--- config.mk ---
export PLATFORM = sky130hd
export DESIGN_NAME = lane_tx_scheduler
export DESIGN_NICKNAME = d
export VERILOG_FILES = /design/src/rtl/lane_tx_scheduler_pkg.sv /design/src/rtl/lane_tx_scheduler_rr_pick4.sv /design/src/rtl/lane_tx_scheduler.sv
export SDC_FILE = /design/constraint.sdc
export NUM_CORES = 1
export LEC_CHECK = 0
export BUFFER_PORTS_ARGS = -buffer_cell sky130_fd_sc_hd__buf_2
export CAP_MARGIN = 10
export CORE_ASPECT_RATIO = 0.8
export CORE_MARGIN = 2
export CORE_UTILIZATION = 45
export CTS_BUF_LIST = sky130_fd_sc_hd__clkbuf_8
export DETAILED_ROUTE_END_ITERATION = 8
export GPL_TIMING_DRIVEN = 1
export PLACE_DENSITY = 0.75
export SLEW_MARGIN = 20
export SYNTH_ARGS = -nofsm -noshare
export SYNTH_HDL_FRONTEND = slang
export SYNTH_SLANG_ARGS = --single-unit
--- constraint.sdc ---
create_clock -name clk_4f -period 8.4 [get_ports clk_4f]
set_clock_uncertainty 0.15 [all_clocks]
set_input_delay 0.84 -clock clk_4f [delete_from_list [all_inputs] [get_ports clk_4f]]
set_output_delay 0.84 -clock clk_4f [all_outputs]
set_load 0.02 [all_outputs]
--- src/rtl/lane_tx_scheduler_pkg.sv ---
// Shared symbol codes, FSM encoding and small lane helpers for the lane TX scheduler.
package lane_tx_scheduler_pkg;

  // K-code symbols understood by the serializer and the receiver
  localparam logic [7:0] SYM_COM  = 8'hBC;
  localparam logic [7:0] SYM_IDLE = 8'h7C;

  // Scheduler phases: COM training burst, then arbitration forever
  typedef enum logic [0:0] {
    ST_INIT = 1'b0,
    ST_RUN  = 1'b1
  } sched_state_t;

  // Next lane in round-robin order (wraps 3 -> 0)
  function automatic logic [1:0] lane_inc(input logic [1:0] lane);
    return lane + 2'd1;
  endfunction

  // One-hot ready vector for a lane index
  function automatic logic [3:0] lane_onehot(input logic [1:0] lane);
    return 4'b0001 << lane;
  endfunction

endpackage

--- src/rtl/lane_tx_scheduler_rr_pick4.sv ---
// Rotating priority encoder: first requesting lane at or after ptr, wrapping mod 4.
module rr_pick4 (
  input  logic [3:0] req,
  input  logic [1:0] ptr,
  output logic       found,
  output logic [1:0] idx
);

  logic [7:0] req_dbl_s;
  logic [7:0] req_shift_s;
  logic [3:0] rot_s;
  logic [1:0] off_s;

  // Rotate requests so lane ptr sits at bit 0, then take the lowest set bit as an offset
  always_comb begin
    req_dbl_s   = {req, req};
    req_shift_s = req_dbl_s >> ptr;
    rot_s       = req_shift_s[3:0];
    found       = |req;
    casez (rot_s)
      4'b???1: off_s = 2'd0;
      4'b??10: off_s = 2'd1;
      4'b?100: off_s = 2'd2;
      4'b1000: off_s = 2'd3;
      default: off_s = 2'd0;
    endcase
    idx = ptr + off_s;
  end

endmodule

--- src/rtl/lane_tx_scheduler.sv ---
// Round-robin byte-lane scheduler feeding the serializer: COM training after reset,
// then one lane grant per strobe with bounded bursts, IDLE fill and an idle indicator.
module lane_tx_scheduler
  import lane_tx_scheduler_pkg::*;
#(
  parameter int unsigned INIT_COM = 4,
  parameter int unsigned BURST    = 2,
  parameter int unsigned IDLE_MIN = 4
) (
  input  logic       clk_4f,
  input  logic       reset,
  input  logic [7:0] data_0,
  input  logic [7:0] data_1,
  input  logic [7:0] data_2,
  input  logic [7:0] data_3,
  input  logic       valid_0,
  input  logic       valid_1,
  input  logic       valid_2,
  input  logic       valid_3,
  output logic       ready_0,
  output logic       ready_1,
  output logic       ready_2,
  output logic       ready_3,
  input  logic       ser_ready,
  output logic [7:0] sym_data,
  output logic       sym_k,
  output logic       sym_valid,
  output logic [1:0] sym_lane,
  output logic       idle_out
);

  localparam int unsigned COM_W   = $clog2(INIT_COM + 1);
  localparam int unsigned BURST_W = $clog2(BURST + 1);
  localparam int unsigned IDLE_W  = $clog2(IDLE_MIN + 1);

  localparam logic [COM_W-1:0]   COM_LAST  = COM_W'(INIT_COM - 1);
  localparam logic [COM_W-1:0]   COM_ONE   = COM_W'(1);
  localparam logic [BURST_W-1:0] BURST_MAX = BURST_W'(BURST);
  localparam logic [BURST_W-1:0] BURST_ONE = BURST_W'(1);
  localparam logic [IDLE_W-1:0]  IDLE_SAT  = IDLE_W'(IDLE_MIN);
  localparam logic [IDLE_W-1:0]  IDLE_ONE  = IDLE_W'(1);

  sched_state_t       state_r;
  logic [COM_W-1:0]   com_cnt_r;
  logic [1:0]         rr_ptr_r;
  logic [BURST_W-1:0] burst_cnt_r;
  logic [IDLE_W-1:0]  idle_cnt_r;
  logic [7:0]         sym_data_r;
  logic               sym_k_r;
  logic               sym_valid_r;
  logic [1:0]         sym_lane_r;
  logic               idle_out_r;

  logic [3:0]         req_s;
  logic               found_s;
  logic [1:0]         win_s;
  logic [3:0]         grant_s;
  logic [7:0]         win_data_s;
  logic [BURST_W-1:0] burst_next_s;
  logic [IDLE_W-1:0]  idle_next_s;

  assign req_s = {valid_3, valid_2, valid_1, valid_0};

  rr_pick4 u_pick (
    .req   (req_s),
    .ptr   (rr_ptr_r),
    .found (found_s),
    .idx   (win_s)
  );

  // Select the winning lane's byte and accept it only on a live RUN strobe
  always_comb begin
    grant_s = 4'b0000;
    case (win_s)
      2'd0:    win_data_s = data_0;
      2'd1:    win_data_s = data_1;
      2'd2:    win_data_s = data_2;
      2'd3:    win_data_s = data_3;
      default: win_data_s = data_0;
    endcase
    if (!reset && ser_ready && (state_r == ST_RUN) && found_s) begin
      grant_s = lane_onehot(win_s);
    end else begin
      grant_s = 4'b0000;
    end
  end

  // Burst length after this grant (a streak continues only if the pointer lane wins again)
  // and the saturating IDLE run length after an empty slot
  always_comb begin
    burst_next_s = BURST_ONE;
    idle_next_s  = idle_cnt_r;
    if (win_s == rr_ptr_r) begin
      burst_next_s = burst_cnt_r + BURST_ONE;
    end else begin
      burst_next_s = BURST_ONE;
    end
    if (idle_cnt_r >= IDLE_SAT) begin
      idle_next_s = IDLE_SAT;
    end else begin
      idle_next_s = idle_cnt_r + IDLE_ONE;
    end
  end

  assign ready_0 = grant_s[0];
  assign ready_1 = grant_s[1];
  assign ready_2 = grant_s[2];
  assign ready_3 = grant_s[3];

  // Scheduler FSM, counters and registered symbol outputs; one symbol per strobe
  always_ff @(posedge clk_4f) begin
    if (reset) begin
      state_r     <= ST_INIT;
      com_cnt_r   <= '0;
      rr_ptr_r    <= 2'd0;
      burst_cnt_r <= '0;
      idle_cnt_r  <= '0;
      sym_data_r  <= 8'h00;
      sym_k_r     <= 1'b0;
      sym_valid_r <= 1'b0;
      sym_lane_r  <= 2'd0;
      idle_out_r  <= 1'b0;
    end else if (ser_ready) begin
      sym_valid_r <= 1'b1;
      case (state_r)
        ST_INIT: begin
          sym_data_r <= SYM_COM;
          sym_k_r    <= 1'b1;
          sym_lane_r <= 2'd0;
          com_cnt_r  <= com_cnt_r + COM_ONE;
          if (com_cnt_r == COM_LAST) begin
            state_r <= ST_RUN;
          end else begin
            state_r <= ST_INIT;
          end
        end
        ST_RUN: begin
          if (found_s) begin
            sym_data_r <= win_data_s;
            sym_k_r    <= 1'b0;
            sym_lane_r <= win_s;
            idle_cnt_r <= '0;
            idle_out_r <= 1'b0;
            if (burst_next_s == BURST_MAX) begin
              rr_ptr_r    <= lane_inc(win_s);
              burst_cnt_r <= '0;
            end else begin
              rr_ptr_r    <= win_s;
              burst_cnt_r <= burst_next_s;
            end
          end else begin
            sym_data_r  <= SYM_IDLE;
            sym_k_r     <= 1'b1;
            sym_lane_r  <= 2'd0;
            burst_cnt_r <= '0;
            idle_cnt_r  <= idle_next_s;
            idle_out_r  <= (idle_next_s >= IDLE_SAT);
          end
        end
        default: begin
          state_r <= ST_INIT;
        end
      endcase
    end else begin
      sym_valid_r <= 1'b0;
    end
  end

  assign sym_data  = sym_data_r;
  assign sym_k     = sym_k_r;
  assign sym_valid = sym_valid_r;
  assign sym_lane  = sym_lane_r;
  assign idle_out  = idle_out_r;

endmodule

==> impl_summary.txt <==
----------------------------------------------------
[Logic synthesis]
  Synthesized net count ... between 200 and 250
  Cell count after synthesis ... about 160
  Warnings from Yosys ... 0
  Syn_area_per_cell ... between 8 and 9 um^2
  Share of the synthesized area in the top cell type ... 0.319
  Count of distinct cell types in the synthesized netlist ... 42
  Post-synthesis cell area ... between 1000 and 1500 um^2
  Cell taking the most area after synthesis ... dfxtp_1
  Dominant synthesized flop cell ... dfxtp_1
  Sequential cell area fraction in the yosys report ... 0.319
  Asr flop ratio synth ... 0
  Number of flops mapped to enable cells by yosys ... 0
  Flop and latch count out of synthesis ... 23
  Ranking of synthesized cells by area ... dfxtp_1 32%, mux2i_1 12%, nor2_1 6.0%, ha_1 4.3%, nor3_1 3.5%

[Clock tree]
  Quantity of hold-fixing buffers added after cts ... 0
  Clock transition at path regs ... 80 ps
  Number of buffers on the longest clock path ... 2
  H-tree levels ... 1
  Inserted Clock Buffers ... 3
  Clock sink total ... 23
  TritonCTS clock tree ... built
  Clock latency of the later-clocked register in the worst-skew pair ... 260 ps
  Buffers inserted by post-CTS timing repair ... 0
  Root buffer cell ... clkbuf_8
  Count of instances resized after the clock tree is built ... 0

[Critical path]
  Crit path max-delay cell type ... xor2_2
  CP Class ... input port to primary output
  Worst setup path start ... valid_2
  Worst setup EP type ... primary output
  Critical path's largest stage delay ... 650 ps
  Critical Path Source Type ... input port
  Buffer and inverter count on the worst path ... 2
  Top cell family by delay on the critical path ... simple AND/OR/NAND/NOR gates
  Reg-to-Reg Start ... rr_ptr_r[0]$_SDFFE_PP0P_
  Most frequent cell on the critical path ... buf_2
  CP max FO ... 14
  Cells traversed along the worst timing path ... buf_2, or4_1, o2111ai_1, ha_1, xor2_2, nor3b_1, buf_2
  CP arrival ... between 3000 and 4000 ps
  Critical path required time ... approximately 7400 ps

[Floorplan]
  I/O pins ... 56
  Row count ... 18
  Height of the die ... around 55 um
  Core region area ... about 3100 um^2
  Initial standard-cell utilization of the core ... 0.471
  Die width ... approximately 67 um
  DIE AREA ... around 3700 um^2

[Finish]
  Net count reported at finish ... 257
  Proportion of layout cells with a drive suffix above 1 ... 0.311
  Most frequent standard cell in the layout excluding fill and tap cells ... buf_2
  Post-layout instance count excluding filler cells ... between 200 and 300
  Count of antenna diodes in the layout ... 0
  Commonest non-fill, non-tap cells in the layout ... 55 x buf_2, 23 x nor2_1, 23 x dfxtp_1
  Synth-to-layout area growth ... 22.0%

[Routing]
  Violation count after the first detailed-routing iteration ... 49
  Detail Route Antenna Nets ... 0
  Count of vias placed by the detailed router ... 1428
  DR vias/cell ... 5.67
  Post-Route WL ... about 3300 um
  Average wire length per cell after detail routing ... between 10 and 15 um
  Number of optimization iterations in the first detailed-route pass ... 4
  DRC violation count after routing ... 0

[Power and ir drop]
  Maximum VDD drop ... slightly above 0.1 mV
  Leakage power of the design ... just over 0.8 nW
  Power density of the placed cells ... 132 nW/um^2

[Global routing]
  Antenna violations before repair ... 0
  Wire length of the first global-routing pass ... roughly 5200 um
  Total routing usage reported by global routing ... 0.185
  Via count of the first global-routing pass ... 1222
  Global route total overflow ... 0
  Maximum number of pins on one net before global-route repair ... 23

[Timing]
  Total setup violations reported at the end of the flow ... 0
  Final-report hold violation count ... 0
  Highest achievable clock rate ... approximately 0.25 GHz
  Slew margin rel. ... 0.388
  Share of the clock period used by the worst path after layout ... 0.478
  RSZ-0062 raised after global routing ... no
  Final total negative setup slack ... 0 ps
  Final number of max-transition violations ... 0
  Slew of the pin with the lowest slew margin ... between 900 and 1000 ps
  Tmin final ... roughly 4000 ps
  Worst setup slack after layout ... 4380 ps

[Placed design]
  Dpl hpwl ... approximately 2500 um
  Dpl ws ... about 4400 ps
  Number of buffer cells added on primary ports ... 55
  Final Wtd Congestion ... 0.843
  Cells after DPL ... roughly 250

[Worst hold path]
  Type of the tightest min-delay check ... flip-flop to flip-flop
  Launch point of the worst hold path ... sym_lane[0]$_SDFFE_PP0P_

[Outcome]
  Outcome ... finished clean

[Flow run]
  Max-cap violations ... 0

----------------------------------------------------
==> state kept, by name (all words and copies together), names as in the netlist <==
register and flops:
burst_cnt_r 2, com_cnt_r 3, idle_cnt_r 3, rr_ptr_r 2, state_r 1, sym_data 8
sym_k 1, sym_lane 2, sym_valid 1
==> power breakdown <==
part	internal [W]	switching [W]	total [W]
Clock	0.0000331	0.0000348	0.0000679
Combinational	0.0000233	0.0000258	0.0000491
Sequential	0.000113	0.00000220	0.000115
==> worst min-delay path: stages, from the launching register on <==
cell,delay (ps)
dfxtp_1,320
nand2_1,50
a21oi_1,50
==> synth_stat cells, types with 3 or more instances <==
cell type  instances
a21oi_1            7
a31oi_1            3
a32o_1             3
and3_1             3
buf_2              4
clkbuf_1           4
dfxtp_1           23
ha_1               5
inv_1              7
mux2i_1           17
nand2_1            7
nand3_1            5
nor2_1            23
nor3_1            10
nor3b_1            3
o221a_1            4
xnor2_1            3
==> area by class of cell <==
class                   count  area [um^2]
clock buffers               3         41.3
clock inverters             1         5.00
fillers                   277         1300
inverters                   7         26.3
multi-input cells         123          901
flip-flops and latches     23          460
well taps                  40         50.0
repair buffers             55          275
==> cells by family after synthesis <==
family          Yosys count  synth area share
compound gates           34             0.181
fa+ha+maj                 5            0.0434
mux                      22             0.175
simple gates             58             0.195
buf+inv                  18            0.0556
xor+xnor                  4            0.0295
flops                    23             0.319
==> per-stage QoR <==
step	instance area, um^2	hold slack [ps]	total power (W)	utilization
2_1_floorplan	1440	308	0.000151	-
3_3_place_gp	1710	301	0.000166	0.559
3_5_place_dp	1710	302	0.000167	0.559
4_1_cts	1760	318	0.000235	0.574
5_1_grt	1760	342	0.000244	0.574
6_report	1760	319	0.000232	0.574
==> worst paths after layout <==
check                                                end  slack (ps)  cells past startpoint
worst max-delay path                             ready_0        4380                      7
worst min-delay path            sym_lane[0]$_SDFFE_PP0P_         320                      2
worst max register to register  sym_data[0]$_SDFFE_PP0P_        5230                      6
worst min register to register  sym_lane[0]$_SDFFE_PP0P_         320                      2
==> layer usage <==
layer / global-route usage / up-vias / wire length, um
met2: 0.332 / 51 / 1480
met5: 0 / - / 0
met4: 0.0306 / 0 / 10
met3: 0.0494 / 2 / 326
li1: - / 700 / -
met1: 0.227 / 675 / 1530
No activity file was read; power rests on OpenSTA's default activity.
